**config.mk**
```make
export PLATFORM = sky130hd
export DESIGN_NAME = seq_shift_add_mul
export DESIGN_NICKNAME = d
export VERILOG_FILES = /design/src/rtl/mul_pkg.sv /design/src/rtl/mul_aq_reg.sv /design/src/rtl/seq_shift_add_mul.sv
export SDC_FILE = /design/constraint.sdc
export NUM_CORES = 1
export LEC_CHECK = 0
export ABC_AREA = 1
export CAP_MARGIN = 30
export CORE_MARGIN = 3
export CORE_UTILIZATION = 51
export DETAILED_ROUTE_END_ITERATION = 8
export GPL_TIMING_DRIVEN = 0
export PLACE_DENSITY = 0.92
export SLEW_MARGIN = 5
export SYNTH_ARGS = -nofsm -noshare
export SYNTH_HDL_FRONTEND = slang
export SYNTH_SLANG_ARGS = --single-unit
export TNS_END_PERCENT = 20
```
**constraint.sdc**
```tcl
create_clock -name clock -period 1.9 [get_ports clock]
set_input_delay 0.57 -clock clock [delete_from_list [all_inputs] [get_ports clock]]
set_output_delay 0.57 -clock clock [all_outputs]
set_load 0.005 [all_outputs]
```
**src/rtl/mul_pkg.sv**
```systemverilog
// Shared types and sizing helpers for the sequential shift-add multiplier.
package mul_pkg;

    typedef enum logic [1:0] {IDLE, RUN, DONE} mul_state_t;

    // Width of a down-counter that must hold the value n.
    function automatic int unsigned cnt_w(input int unsigned n);
        return $clog2(n + 1);
    endfunction

endpackage

```
**src/rtl/mul_aq_reg.sv**
```systemverilog
// Accumulator datapath {A,Q} plus multiplicand M: loads operands and performs one add/shift per step.
// BOOTH_SIGNED_EN selects two's complement Booth radix-2 steps instead of unsigned shift-add.
module mul_aq_reg
    import mul_pkg::*;
#(
    parameter int unsigned N = 8
) (
    input  logic             clock,
    input  logic             resetn,
    input  logic             load,
    input  logic             step,
    input  logic [N-1:0]     multiplicand,
    input  logic [N-1:0]     multiplier,
    output logic [2*N-1:0]   product
);

    logic [N-1:0] m_q;
    logic [N-1:0] a_q;
    logic [N-1:0] q_q;

`ifdef BOOTH_SIGNED_EN
    logic         q1_q;
    logic [N:0]   a_ext;
    logic [N:0]   m_ext;
    logic [N:0]   r;

    // Booth decode on {Q[0],q_1}; the N+1 bit result keeps the true sign for the arithmetic shift.
    always_comb begin
        a_ext = {a_q[N-1], a_q};
        m_ext = {m_q[N-1], m_q};
        r     = a_ext;
        case ({q_q[0], q1_q})
            2'b01:   r = a_ext + m_ext;
            2'b10:   r = a_ext - m_ext;
            default: r = a_ext;
        endcase
    end

    always_ff @(posedge clock or negedge resetn) begin
        if (!resetn) begin
            m_q  <= '0;
            a_q  <= '0;
            q_q  <= '0;
            q1_q <= 1'b0;
        end else if (load) begin
            m_q  <= multiplicand;
            q_q  <= multiplier;
            a_q  <= '0;
            q1_q <= 1'b0;
        end else if (step) begin
            {a_q, q_q, q1_q} <= {r[N], r[N-1:0], q_q};
        end
    end
`else
    logic [N:0] s;

    // Carry lands in s[N] and is shifted straight into A, so no separate C flop is kept.
    always_comb begin
        s = {1'b0, a_q};
        if (q_q[0]) begin
            s = {1'b0, a_q} + {1'b0, m_q};
        end
    end

    always_ff @(posedge clock or negedge resetn) begin
        if (!resetn) begin
            m_q <= '0;
            a_q <= '0;
            q_q <= '0;
        end else if (load) begin
            m_q <= multiplicand;
            q_q <= multiplier;
            a_q <= '0;
        end else if (step) begin
            {a_q, q_q} <= {s, q_q[N-1:1]};
        end
    end
`endif

    assign product = {a_q, q_q};

endmodule

```
**src/rtl/seq_shift_add_mul.sv**
```systemverilog
// Iterative N-bit multiplier with valid/ready handshakes; one add/shift step per clock.
// Build with BOOTH_SIGNED_EN for two's complement operands and product.
module seq_shift_add_mul
    import mul_pkg::*;
#(
    parameter int unsigned N = 8
) (
    input  logic             clock,
    input  logic             resetn,
    input  logic             in_valid,
    output logic             in_ready,
    input  logic [N-1:0]     multiplicand,
    input  logic [N-1:0]     multiplier,
    output logic             out_valid,
    input  logic             out_ready,
    output logic [2*N-1:0]   product
);

    localparam int unsigned CW = cnt_w(N);

    mul_state_t    state;
    mul_state_t    state_next;
    logic [CW-1:0] count;
    logic          load;
    logic          step;

    // State register; handshake flags are registered from the next state.
    always_ff @(posedge clock or negedge resetn) begin
        if (!resetn) begin
            state     <= IDLE;
            in_ready  <= 1'b1;
            out_valid <= 1'b0;
            count     <= '0;
        end else begin
            state     <= state_next;
            in_ready  <= (state_next == IDLE);
            out_valid <= (state_next == DONE);
            if (load) begin
                count <= CW'(N);
            end else if (step) begin
                count <= count - CW'(1);
            end
        end
    end

    always_comb begin
        state_next = state;
        load       = 1'b0;
        step       = 1'b0;
        case (state)
            IDLE: begin
                if (in_valid) begin
                    load       = 1'b1;
                    state_next = RUN;
                end
            end
            RUN: begin
                step = 1'b1;
                if (count == CW'(1)) begin
                    state_next = DONE;
                end
            end
            DONE: begin
                if (out_ready) begin
                    state_next = IDLE;
                end
            end
            default: state_next = IDLE;
        endcase
    end

    mul_aq_reg #(.N(N)) u_aq (
        .clock        (clock),
        .resetn       (resetn),
        .load         (load),
        .step         (step),
        .multiplicand (multiplicand),
        .multiplier   (multiplier),
        .product      (product)
    );

endmodule
```
# ---- Word level (Yosys, flattened, before mapping)
# Index checks and enable logic that the tools add are counted.
# Widths: inputs -> output; s select.
dict set report classes {
  reduce_logical 3
  n_eq_ne 4
  muxes 14
  add_sub_neg 2
}
# operator count
set ops {}
lappend ops {{$mux 8} 4}
lappend ops {{$add 8x8->9} 1}
lappend ops {{$mux 9} 1}
lappend ops {{$mux 4} 2}
lappend ops {{$mux 2} 3}
lappend ops {{$pmux 2 s3} 1}
lappend ops {{$eq 2x2->1 const B} 2}
lappend ops {{$eq 4x1->1 const B} 1}
lappend ops {{$logic_not 2->1} 2}
lappend ops {{$sub 4x1->4 const B} 1}
lappend ops {{$mux 1} 3}
lappend ops {{$eq 2x1->1 const B} 1}
lappend ops {{$reduce_bool 2->1} 1}
dict set report totals {
  out_inout_bits 18
  word_cells 30
  reg_bits 32
}

# ---- Longest topological paths before layout
dict set report logic_depth {
  ltp_word 4
  mapped_depth 12
  mapped_depth_nobuf 12
}

# ---- Cells and area by module
# A second synthesis with hierarchy kept.
dict set report hier_totals {
  cells_unflattened 226
  area_unflattened_um2 1833.0
}
# mod n_inst cells_each area_each_um2 seq_area_each_um2
set by_module_without_submodules {}
lappend by_module_without_submodules {mul_aq_reg 1 186 1451.4 600.6}
lappend by_module_without_submodules {seq_shift_add_mul 1 40 381.6 201.4}

# ---- Worst setup path before layout
# No wires, ideal clock.
dict set report synth_timing {
  path_kind {register to register}
  start {register u_aq.a_q[0]}
  end {register u_aq.a_q[3]}
  setup_time_ns 0.076
  setup_slack_ns 0.221
  arrival_time_ns 1.603
  n_path_buf 0
  synth_period_minus_slack_ns 1.679
  stages_incl_launch_ff 12
  path_cell_list {dfrtp_1 ha_1 inv_1 fa_1 inv_1 nand2_1 nand2_1 nand2_1 or2_2 nand3_1 nand2_1 o21ai_1}
}
dict set report synth_via {
  elab_chain_len 4
}
# element line_no
set synth_lines {}
lappend synth_lines {{start: declaration} mul_aq_reg.sv:18} ;# logic [N-1:0] a_q;
lappend synth_lines {{start signal: assignment} mul_aq_reg.sv:75} ;# {a_q, q_q} <= {s, q_q[N-1:1]};
lappend synth_lines {{$add 8x8->9} mul_aq_reg.sv:61} ;# s = {1'b0, a_q} + {1'b0, m_q};
lappend synth_lines {{$mux 9} mul_aq_reg.sv:60} ;# if (q_q[0]) begin
lappend synth_lines {{$mux 8} mul_aq_reg.sv:74} ;# end else if (step) begin
lappend synth_lines {{$mux 8} mul_aq_reg.sv:70} ;# end else if (load) begin
# Every way passes these cells. The select of a mux whose other input is x is not followed.
# A chain may end at the register's enable or synchronous reset.

# ---- Final worst setup path
dict set report layout_timing {
  start {register u_aq.a_q[1]}
  end {output product[9]}
}
# element line_no
set layout_lines {}
lappend layout_lines {{end: declaration} seq_shift_add_mul.sv:16} ;# output logic [2*N-1:0] product
# No word-level cell between the ends.

==> key figures <==
Power and ir drop
  – Sw power: 1.84 mW
  – Pwr Density: approximately 1800 nW/um^2
  – Static Leak: 1.18 nW
  – Part of the power in combinational logic: between 60% and 70%
  – Clock Power Share: 9.0%
  – PnR Total Power: between 4 and 5 mW
  – Int Power: around 2.3 mW
  – Sw Share: between 40% and 50%
  – Peak supply drop: 0.862 mV
  – Reg power frac: a little under a third

Logic synthesis
  – Syn nets: 255
  – FF+latch count, synth: 32
  – Sequential area share after synthesis: between 40% and 50%
  – Distinct cells, synth: 29
  – Synth Warn #: 0
  – Mapped Cells: ~220
  – Post-Syn Area: about 1800 sq um
  – Syn Area/Cell: around 8 sq um

Final layout
  – Share of layout cells above drive strength 1: a little over a tenth
  – Fin util: between 60% and 70%
  – Register Area: ~800 sq um
  – Total Nets Final: around 300
  – Inserted Diodes: 0
  – # fillers: 260
  – Area delta synth->final: 27.2%
  – Footprint of the multi-input gates: between 800 and 900 sq um

Placement
  – Dpl hpwl: roughly 3.1 mm
  – I/O Buffers: 37
  – Routability cong.: between 0.9 and 1
  – Post-place setup slack: -0.0441 ns

Worst setup path
  – CP Cell Sequence: clkdlybuf4s50_1
  – CP top delay family: buffers and inverters
  – Slowest CP cell: clkdlybuf4s50_1
  – CP Data Required Time: roughly 1.3 ns
  – Crit end category: output port
  – Startpoint types: flop
  – Worst Path Arrival: about 1.3 ns
  – Max incr delay on CP: roughly 0.53 ns
  – Buf/Inv on CP: 1
  – WS Path Type: flop to output port
  – Worst-path fanout max: 4

Floorplanning
  – Die W: about 66 um
  – IO Count: 38
  – Die area: 4320 sq um
  – Initial Utilization: between 50% and 60%
  – Site Rows: 21
  – Die Y: approximately 66 um
  – Core Area: approximately 3400 sq um

Timing
  – Clk_skew: between 0.01 and 0.015 ns
  – Max Clock Freq: about 540 MHz
  – Hold Fails Final Rpt: 0
  – Post-route clock period utilization: between 90% and 100%
  – Final setup viols: 0
  – Worst slew pin tran: between 0.6 and 0.7 ns
  – Min Tclk post-route: ~1.9 ns
  – RSZ-0062 raised after global routing: true
  – Setup WS post-layout: approximately 0.047 ns
  – Slew Limit Fails: 0
  – Rel. slew slack: 53.3%

Clocking
  – Worst-path clk slew: roughly 0.1 ns
  – CTS buffer count: 5
  – Clock tree buffer depth: 2
  – CTS tree: done
  – CTS root buffer: clkbuf_4
  – H-tree Lvls: 2
  – Clock Latency Late Sink: 0.34 ns
  – Hold_buf cts: 0
  – Clock Sink Count: 32

Drt
  – Post-DRT Antenna Nets: 0
  – Drt first-iter violations: 73
  – DRT Wirelength: ~4.1 mm
  – DRC errors left: 0
  – Vias per inst: about 5.2
  – Via count: between 1.5k and 2k
  – Detailed Routing Iterations Pass 1: 4
  – Drt wl/cell: 13.1 um

GRT
  – Grt ovf: 0
  – Vias in the first global route: ~1.6k
  – Global-route wire length before repair: 7.03 mm
  – Initial antenna violation count: 0
  – Pin count of the biggest net entering global routing: 33
  – Tot GR Track Use: 21.7%

Outcome
  – Status: complete, no violations

Hold path
  – Hold Path Class: input pin to asynchronous set/reset pin

Run
  – Total of max-cap violations: 0
-- state kept, by name, indices dropped and copies added, names as in the netlist --
signal     cells
u_aq.m_q       8
u_aq.a_q       8
state          2
out_valid      1
count          4
u_aq.q_q       8
in_ready       1
-- cell usage after synthesis --
master / count / area (sq um)
a21oi_1: 6 / 30.0
a31oi_2: 1 / 12.5
buf_2: 1 / 5.00
buf_6: 4 / 45.0
clkbuf_1: 1 / 3.75
clkinv_4: 1 / 8.76
dfrtp_1: 31 / 776
dfstp_2: 1 / 26.3
fa_1: 1 / 20.0
ha_1: 10 / 125
inv_1: 24 / 90.1
inv_2: 2 / 7.51
nand2_1: 81 / 304
nand2_4: 1 / 11.3
nand3_1: 12 / 60.1
nand3b_1: 2 / 15.0
nand4_4: 1 / 21.3
nor2_1: 14 / 52.6
nor2_4: 1 / 11.3
o211ai_1: 3 / 22.5
o21a_1: 1 / 7.51
o21ai_0: 6 / 30.0
o21ai_1: 6 / 30.0
o221ai_2: 2 / 30.0
o22ai_1: 3 / 18.8
o31ai_1: 1 / 7.51
or2_1: 1 / 6.26
or2_2: 4 / 25.0
xnor2_1: 2 / 17.5
-- final cells by class --
cell class / count / share of cell area [%]
clock buffer: 8 / 2.11
buffer: 6 / 2.32
multi-input combinational: 159 / 37.3
inverter: 27 / 4.59
sequential: 32 / 34.6
tap: 46 / 2.49
timing repair buffer: 39 / 16.6
-- per-layer routing --
layer	up-vias	track usage, %	part of all wire, %
li1	804	-	-
met1	789	26.8	42
met2	47	34.9	50
met3	16	5.81	4.6
met4	0	10.6	2.9
met5	-	0	0
-- what timing repair did --
item,in CTS,in global routing
gates resized for setup,1,4
setup buffers,0,2
endpoints found under the setup margin,1,4
-- stage by stage --
| step | setup TNS [ns] | hold WS [ns] | std cells | cell area [sq um] |
|---|---|---|---|---|
| 2_1_floorplan | 0 | 0.274 | 224 | 1820 |
| 4_1_cts | 0 | 0.294 | 315 | 2290 |
| 6_report | 0 | 0.272 | 317 | 2320 |
| 3_3_place_gp | -10.71 | 0.463 | 307 | 2250 |
| 3_5_place_dp | -0.190 | 0.467 | 307 | 2240 |
| 5_1_grt | -0.00425 | 0.298 | 317 | 2320 |
-- placed cells by master, fill, tap and decap left out --
cell	n
a21oi_1	6
a31oi_2	1
buf_2	2
buf_4	2
buf_6	4
clkbuf_1	4
clkbuf_4	5
clkdlybuf4s50_1	33
clkinv_4	1
dfrtp_1	31
dfstp_2	1
dlygate4sd2_1	1
dlymetal6s2s_1	2
fa_2	1
ha_1	9
ha_2	1
inv_1	24
inv_2	2
nand2_1	81
nand2_4	1
nand3_1	12
nand3b_1	2
nand4_4	1
nor2_1	14
nor2_4	1
o211ai_1	3
o21a_1	1
o21ai_0	6
o21ai_1	6
o221ai_2	2
o22ai_1	3
o31ai_1	1
or2_1	1
or2_2	4
xnor2_1	2
-- final timing paths --
check,start,end,slack [ns],cells past startpoint
setup / recovery,u_aq.a_q[1],product[9],0.05,1
hold / removal,resetn,u_aq.m_q[7],0.27,1
setup reg to reg,u_aq.a_q[0],u_aq.a_q[3],0.12,11
hold reg to reg,count[3],count[3],0.48,1
max in group asynchronous,resetn,u_aq.m_q[0],1.17,1
min in group clock,count[3],count[3],0.48,1
-- power by group through the flow --
stage	sequential (mW)	clock (mW)	combinational [mW]
after floorplan	1.24	0	1.71
after global placement	1.26	0	2.40
after detailed placement	1.27	0	2.51
after CTS	1.26	0.380	2.51
after global routing	1.30	0.405	2.88
final	1.26	0.375	2.54
-- kinds of logic (layout without fill, tap and decap cells) --
family,count (synthesis),count (layout),share of synthesized area (%)
fa+ha+maj,11,11,7.97
compound gates,29,29,10.4
xor+xnor,2,2,0.962
simple gates,117,117,27.8
flops,32,32,44.1
buf+inv,33,80,8.80
Power figures use the tool's default switching activity.
